**config.mk**
```make
export PLATFORM = sky130hd
export DESIGN_NAME = data_mem
export DESIGN_NICKNAME = d
export VERILOG_FILES = /design/src/rtl/mem_pkg.sv /design/src/rtl/data_mem_parity.sv /design/src/rtl/data_mem.sv
export SDC_FILE = /design/constraint.sdc
export NUM_CORES = 2
export LEC_CHECK = 0
export BUFFER_PORTS_ARGS = -buffer_cell sky130_fd_sc_hd__buf_2
export CORE_MARGIN = 4
export CORE_UTILIZATION = 45
export DETAILED_ROUTE_END_ITERATION = 12
export GPL_TIMING_DRIVEN = 0
export MAX_ROUTING_LAYER = met4
export PLACE_DENSITY_LB_ADDON = 0.3
export REMOVE_ABC_BUFFERS = 1
export SYNTH_ARGS = -nofsm -noshare
export SYNTH_HDL_FRONTEND = slang
export SYNTH_SLANG_ARGS = --single-unit
```
**constraint.sdc**
```tcl
create_clock -name clk -period 3.7 [get_ports clk]
set_clock_uncertainty 0.2 [all_clocks]
set_input_delay 0.185 -clock clk [delete_from_list [all_inputs] [get_ports clk]]
set_output_delay 0.185 -clock clk [all_outputs]
set_load 0.005 [all_outputs]
```
**src/rtl/mem_pkg.sv**
```systemverilog
// Shared constants and types for the data memory.
package mem_pkg;

  localparam int unsigned DATA_W = 8;
  localparam int unsigned ADDR_W = 8;
  localparam int unsigned DEPTH  = 2 ** ADDR_W;

  typedef logic [DATA_W-1:0] word_t;
  typedef logic [ADDR_W-1:0] addr_t;

  // Even-parity bit: makes the total number of ones (data + bit) even.
  function automatic logic even_parity(input word_t w);
    return ^w;
  endfunction

endpackage

```
**src/rtl/data_mem_parity.sv**
```systemverilog
// Parity generate/check for data_mem: one stored even-parity bit per word,
// generated from the write data and checked against the combinational read word.
module data_mem_parity
  import mem_pkg::*;
#(
  parameter int unsigned DataW = DATA_W,
  parameter int unsigned AddrW = ADDR_W
) (
  input  logic             clk,
  input  logic             rst_n,
  input  logic             we_i,
  input  logic [AddrW-1:0] addr_i,
  input  logic [DataW-1:0] wdata_i,
  input  logic [DataW-1:0] rdata_i,
  output logic             par_err_o
);

  localparam int unsigned Depth = 2 ** AddrW;

  logic [Depth-1:0] par_q;

  // Parity bits clear asynchronously alongside the data words.
  always_ff @(posedge clk or negedge rst_n) begin
    if (!rst_n) begin
      par_q <= '0;
    end else if (we_i) begin
      par_q[addr_i] <= ^wdata_i;
    end
  end

  // Mismatch between recomputed and stored parity of the addressed word.
  always_comb begin
    par_err_o = (^rdata_i) ^ par_q[addr_i];
  end

endmodule

```
**src/rtl/data_mem.sv**
```systemverilog
// Single-port data memory: flop array with async clear, combinational read,
// registered write acknowledge. Optional per-word parity with DATA_MEM_PARITY_EN.
module data_mem
  import mem_pkg::*;
#(
  parameter int unsigned DataW = DATA_W,
  parameter int unsigned AddrW = ADDR_W
) (
  input  logic             clk,
  input  logic             rst_n,
  input  logic [DataW-1:0] dat_in,
  input  logic             wr_en,
  input  logic [AddrW-1:0] addr,
  output logic             done,
`ifdef DATA_MEM_PARITY_EN
  output logic             par_err,
`endif
  output logic [DataW-1:0] dat_out
);

  localparam int unsigned Depth = 2 ** AddrW;

  logic [DataW-1:0] mem_q [Depth];
  logic             done_q, done_d;
  logic             we;

  // Unknown write enable resolves to no write.
  always_comb begin
    we = 1'b0;
    if (wr_en) we = 1'b1;
    done_d = we;
  end

  // Storage array; reset clears every word without a clock.
  always_ff @(posedge clk or negedge rst_n) begin
    if (!rst_n) begin
      for (int i = 0; i < Depth; i++) mem_q[i] <= '0;
    end else if (we) begin
      mem_q[addr] <= dat_in;
    end
  end

  // Write acknowledge follows the accepted write by one edge.
  always_ff @(posedge clk or negedge rst_n) begin
    if (!rst_n) done_q <= 1'b0;
    else        done_q <= done_d;
  end

  // Read path has no latency.
  always_comb begin
    dat_out = mem_q[addr];
    done    = done_q;
  end

`ifdef DATA_MEM_PARITY_EN
  data_mem_parity #(
    .DataW (DataW),
    .AddrW (AddrW)
  ) u_parity (
    .clk       (clk),
    .rst_n     (rst_n),
    .we_i      (we),
    .addr_i    (addr),
    .wdata_i   (dat_in),
    .rdata_i   (dat_out),
    .par_err_o (par_err)
  );
`endif

endmodule

```
# == Word level (Yosys, flattened, before mapping) ==
# Cells that the tools add are included.
# totals
wordCells,268
regBits,2049
output_inout_bits,9
inputBits,19
# op_classes
order_cmp,2
bitwise,1
muxes,7
reduce_logical,1
# op_table
op,count
2048-bit bitwise mux,1
8-bit binary-select mux with 8-bit select,1
8-bit demux with 8-bit select,1
8-bit 2-to-1 mux,3
"9-bit greater-or-equal comparator, second input constant",1
"9-bit by 1-bit less-than comparator with 1-bit output, second input constant",1
8-bit inverter with 9-bit output,1
1-bit logical AND,1
1-bit 2-to-1 mux,1

# == Longest topological paths before layout ==
# logic_depth
word_depth,6
ltp_mapped,9
depth_no_buf,5

# == Least setup slack after synthesis ==
# OpenSTA, ideal clock, no wires.
# synth_path
kind,input -> output
start,input addr[1]
end,output dat_out[6]
slack_ns,1.299
n_path_buf,3
required_ns,3.315
arrival_ns,2.016
cell_stages,8
path_cell_list,buf_2 clkbuf_1 buf_1 mux4_2 a22oi_1 a21oi_1 o41ai_1 nand4_1
# synth_via
elab_chain_cells,4
# synth_lines
element,line_no,text
start: declaration,data_mem.sv:13,"input logic [AddrW-1:0] addr,"
8-bit inverter with 9-bit output (implied by the code),data_mem.sv:51,dat_out = mem_q[addr];
8-bit binary-select mux with 8-bit select,data_mem.sv:51,
8-bit 2-to-1 mux (implied by the code) (2 in a row),data_mem.sv:51,
end: declaration,data_mem.sv:18,output logic [DataW-1:0] dat_out
# Every way passes these cells. The select of a mux whose other input is x is not followed.

# == Worst setup path in the final report ==
# layout_path
start,input addr[0]
end,output dat_out[6]
# The elaborated chain is that of the path after synthesis.

==> metrics.md <==
| Metric | Value |
|---|---|
| Worst-path fanout max | `9` |
| Via/cell ratio | `6.06` |
| Row cnt | `166` |
| CP endpoint kind | `output port` |
| Drt first-iter violations | `between 3k and 4k` |
| Drt wl/cell | `28.5 um` |
| Critical path class | `primary input to output port` |
| Syn Inst Count | `5,833` |
| Initial antenna violation count | `7` |
| Required @ worst endpoint | `about 3.3 ns` |
| Sequential area share after synthesis | `0.553` |
| Syn_area_per_cell | `around 16 um^2` |
| Initial Util | `0.452` |
| Die footprint | `roughly 210,000 um^2` |
| Leakage | `49.5 nW` |
| Via count of the first global-routing pass | `55.5k` |
| Die width | `between 400 and 500 um` |
| Clock Sinks | `a little over 2k` |
| Root buf cell | `clkbuf_16` |
| Failing checks | `setup timing` |
| Hold Fails Final Rpt | `0` |
| Yosys Warn Count | `0` |
| Status | `complete, but fails checks` |
| Syn Std Cell Area | `between 90,000 and 100,000 um^2` |
| CP top delay family | `buffers and inverters` |
| Max-cap viol count | `0` |
| DRC viols | `0` |
| Synth Register Bits | `between 2k and 2.5k` |
| Clock Path Buffers | `3` |
| Final setup viols | `12` |
| Slew Limit Fails | `0` |
| Slowest Stage Delay on Critical Path | `~0.64 ns` |
| Placed cells | `slightly above 8k` |
| Final ANT Viol Nets | `0` |
| Ordered cell list for the critical path | `buf_8 > buf_16 > buf_16 > buf_16 > buf_16 > buf_16 > buf_12 > mux4_2 > a22oi_2 > a21oi_1 > o41ai_4 > nand4_1 > buf_2` |
| # IOs | `28` |
| Final min period | `3.95 ns` |
| Final nets | `slightly below 6k` |
| VDD IR max | `between 0.4 and 0.5 mV` |
| Hold_ws | `a little under 0.2 ns` |
| First-pass GRT wire length | `368,000 um` |
| Clk Latency, worst-skew pair | `roughly 0.8 ns` |
| Slowest CP cell | `o41ai_4` |
| CP bufs+invs | `8` |
| Worst min path class | `primary input to flip-flop` |
| CTS Buf Count | `around 210` |
| RSZ-0062 raised after global routing | `yes` |
| Die Y | `462 um` |
| Slew @ Worst Pin | `approximately 1.5 ns` |
| Crit path top cell by count | `buf_16` |
| GRT overflow | `0` |
| CTS tree | `built` |
| Synth top area share | `0.553` |
| Port bufs | `27` |
| Slew Limit Headroom | `0.0248` |
| Layout cells sized above 1 | `0.430` |
| Final WL | `~250,000 um` |
| Via total after detailed routing | `roughly 52k` |
| Critical Path AT | `about 3.6 ns` |
| CP Launch Type | `primary input` |
| CTS clk-pin slew, worst paths | `~0.060 ns` |
| Largest net degree at the start of global routing | `180` |
| H-tree lvl count | `4` |
| Non-filler cells, final | `approximately 8.6k` |
| Core ar. | `slightly above 200,000 um^2` |
| DR pass1 iterations | `5` |
| Hpwl dp | `around 140,000 um` |
| Fin worst setup slack | `-0.255 ns` |
| Final period util | `1.07` |
| Largest cells by area after synthesis | `dfrtp_1 (55%), mux2_2 (15%), mux4_2 (12%)` |
| Synth area leader | `dfrtp_1` |
| GRT Total Usage | `0.237` |
| Synthesis-to-finish area growth | `13.6%` |
| Final GP Congestion | `around 0.75` |
| Distinct cells, synth | `29` |
| Pre-CTS WS | `-2.74 ns` |
| Pwr dens | `463 nW/um^2` |
| Max frequency | `approximately 0.25 GHz` |
## layout make-up
type / instances / area [um^2]
Timing Repair Buffer: 180 / 3430
Sequential cell: 2049 / 51300
Multi-Input combinational cell: 3324 / 40500
Clock inverter: 55 / 556
Fill cell: 16738 / 99500
Tap cell: 2688 / 3360
Clock buffer: 321 / 6200
Antenna cell: 5 / 12.5
## repair_timing
item / CTS / global route
hold buffers: 12 / 0
setup endpoints to repair: 72 / 341
pin swaps: 39 / 39
setup buffers: 14 / 21
resized for setup: 91 / 83
hold endpoints to repair: 1600 / 0
gates cloned: 19 / 11
## report_power, final
part / internal (W) / switching, W
registers: 0.0235 / 0.000503
logic: 0.00176 / 0.00221
clock network: 0.0120 / 0.00885
## worst register-to-register path, cell delays in order, from the launching register on
cell and delay [ns]:
dfrtp_1 0.40, buf_4 0.15, mux2_2 0.26
## worst paths after layout
kind                                  start           to  slack, ns  cells past startpoint
worst max register to register  mem_q[1737]  mem_q[1737]       2.58                      2
max in group asynchronous             rst_n  mem_q[1194]       0.64                      6
worst min-delay path                addr[2]  mem_q[1993]       0.20                      4
min in group asynchronous             rst_n  mem_q[1544]       0.32                      3
worst min register to register  mem_q[1261]  mem_q[1261]       0.28                      1
worst max-delay path                addr[0]   dat_out[6]      -0.25                     13
## cells by family after synthesis
| group | count (synthesis) | share of synthesized area |
|---|---|---|
| AO/OA/AOI/OAI | 416 | 0.0307 |
| buffers and inverters | 460 | 0.0216 |
| AND/OR/NAND/NOR | 348 | 0.0210 |
| multiplexers | 2560 | 0.373 |
| flip-flops | 2049 | 0.553 |
## routing by layer
metal | track usage | wire, um | vias to the layer above
li1 | - | - | 21872
met1 | 0.325 | 107000 | 28705
met2 | 0.364 | 117000 | 1308
met3 | 0.0440 | 13600 | 390
met4 | 0.0698 | 7580 | 0
met5 | - | 0 | -
## metrics by stage
| step | utilization | TNS (ns) | power [W] | cell area [um^2] |
|---|---|---|---|---|
| 3_5_place_dp | 0.470 | -730.01 | 0.0281 | 96200 |
| 2_1_floorplan | - | -4441.57 | 0.0260 | 90700 |
| 5_1_grt | 0.514 | -1.41 | 0.0506 | 105000 |
| 3_3_place_gp | 0.460 | - | 0.0281 | 94200 |
| 4_1_cts | 0.509 | -4.30 | 0.0491 | 104000 |
| 6_report | 0.514 | -1.23 | 0.0488 | 105000 |
## registers in the layout, indices dropped and copies added, names as in the netlist
name   flops
mem_q   2048
done       1
## cell usage after synthesis
cell type / instances
buf_2: 66
a21oi_1: 128
nand4_1: 8
o41ai_1: 32
nor2b_1: 8
and2_1: 2
or2_1: 1
nand4b_1: 1
nor2_4: 25
nor2_2: 140
dfrtp_1: 2049
nand3_1: 9
or3b_1: 1
or2_0: 1
mux2_1: 815
nand2b_1: 6
buf_6: 21
and4bb_2: 1
buf_1: 23
nor2_1: 44
mux4_2: 512
a22oi_1: 256
nor3_1: 2
and3b_1: 1
clkbuf_1: 340
and3_1: 1
nand2_1: 97
buf_4: 10
mux2_2: 1233
## placed cells by master, fill, tap and decap left out, types with 7 or more instances in the layout
cell / count
nor2_1: 42
nor2_4: 30
nor2_2: 137
clkinv_2: 35
nand3_1: 9
a21oi_2: 23
buf_4: 28
a22oi_2: 73
nand2_2: 12
a22oi_1: 183
clkbuf_1: 60
nand2_1: 84
o41ai_2: 11
dlygate4sd3_1: 12
buf_12: 36
bufbuf_16: 8
dfrtp_1: 2049
nand4_1: 8
clkbuf_16: 223
mux2_1: 815
mux4_2: 512
buf_8: 9
buf_2: 15
bufinv_16: 7
clkbuf_8: 49
buf_16: 58
a21oi_1: 100
mux2_2: 1233
o41ai_4: 21
(Power assumes the default switching activity.)
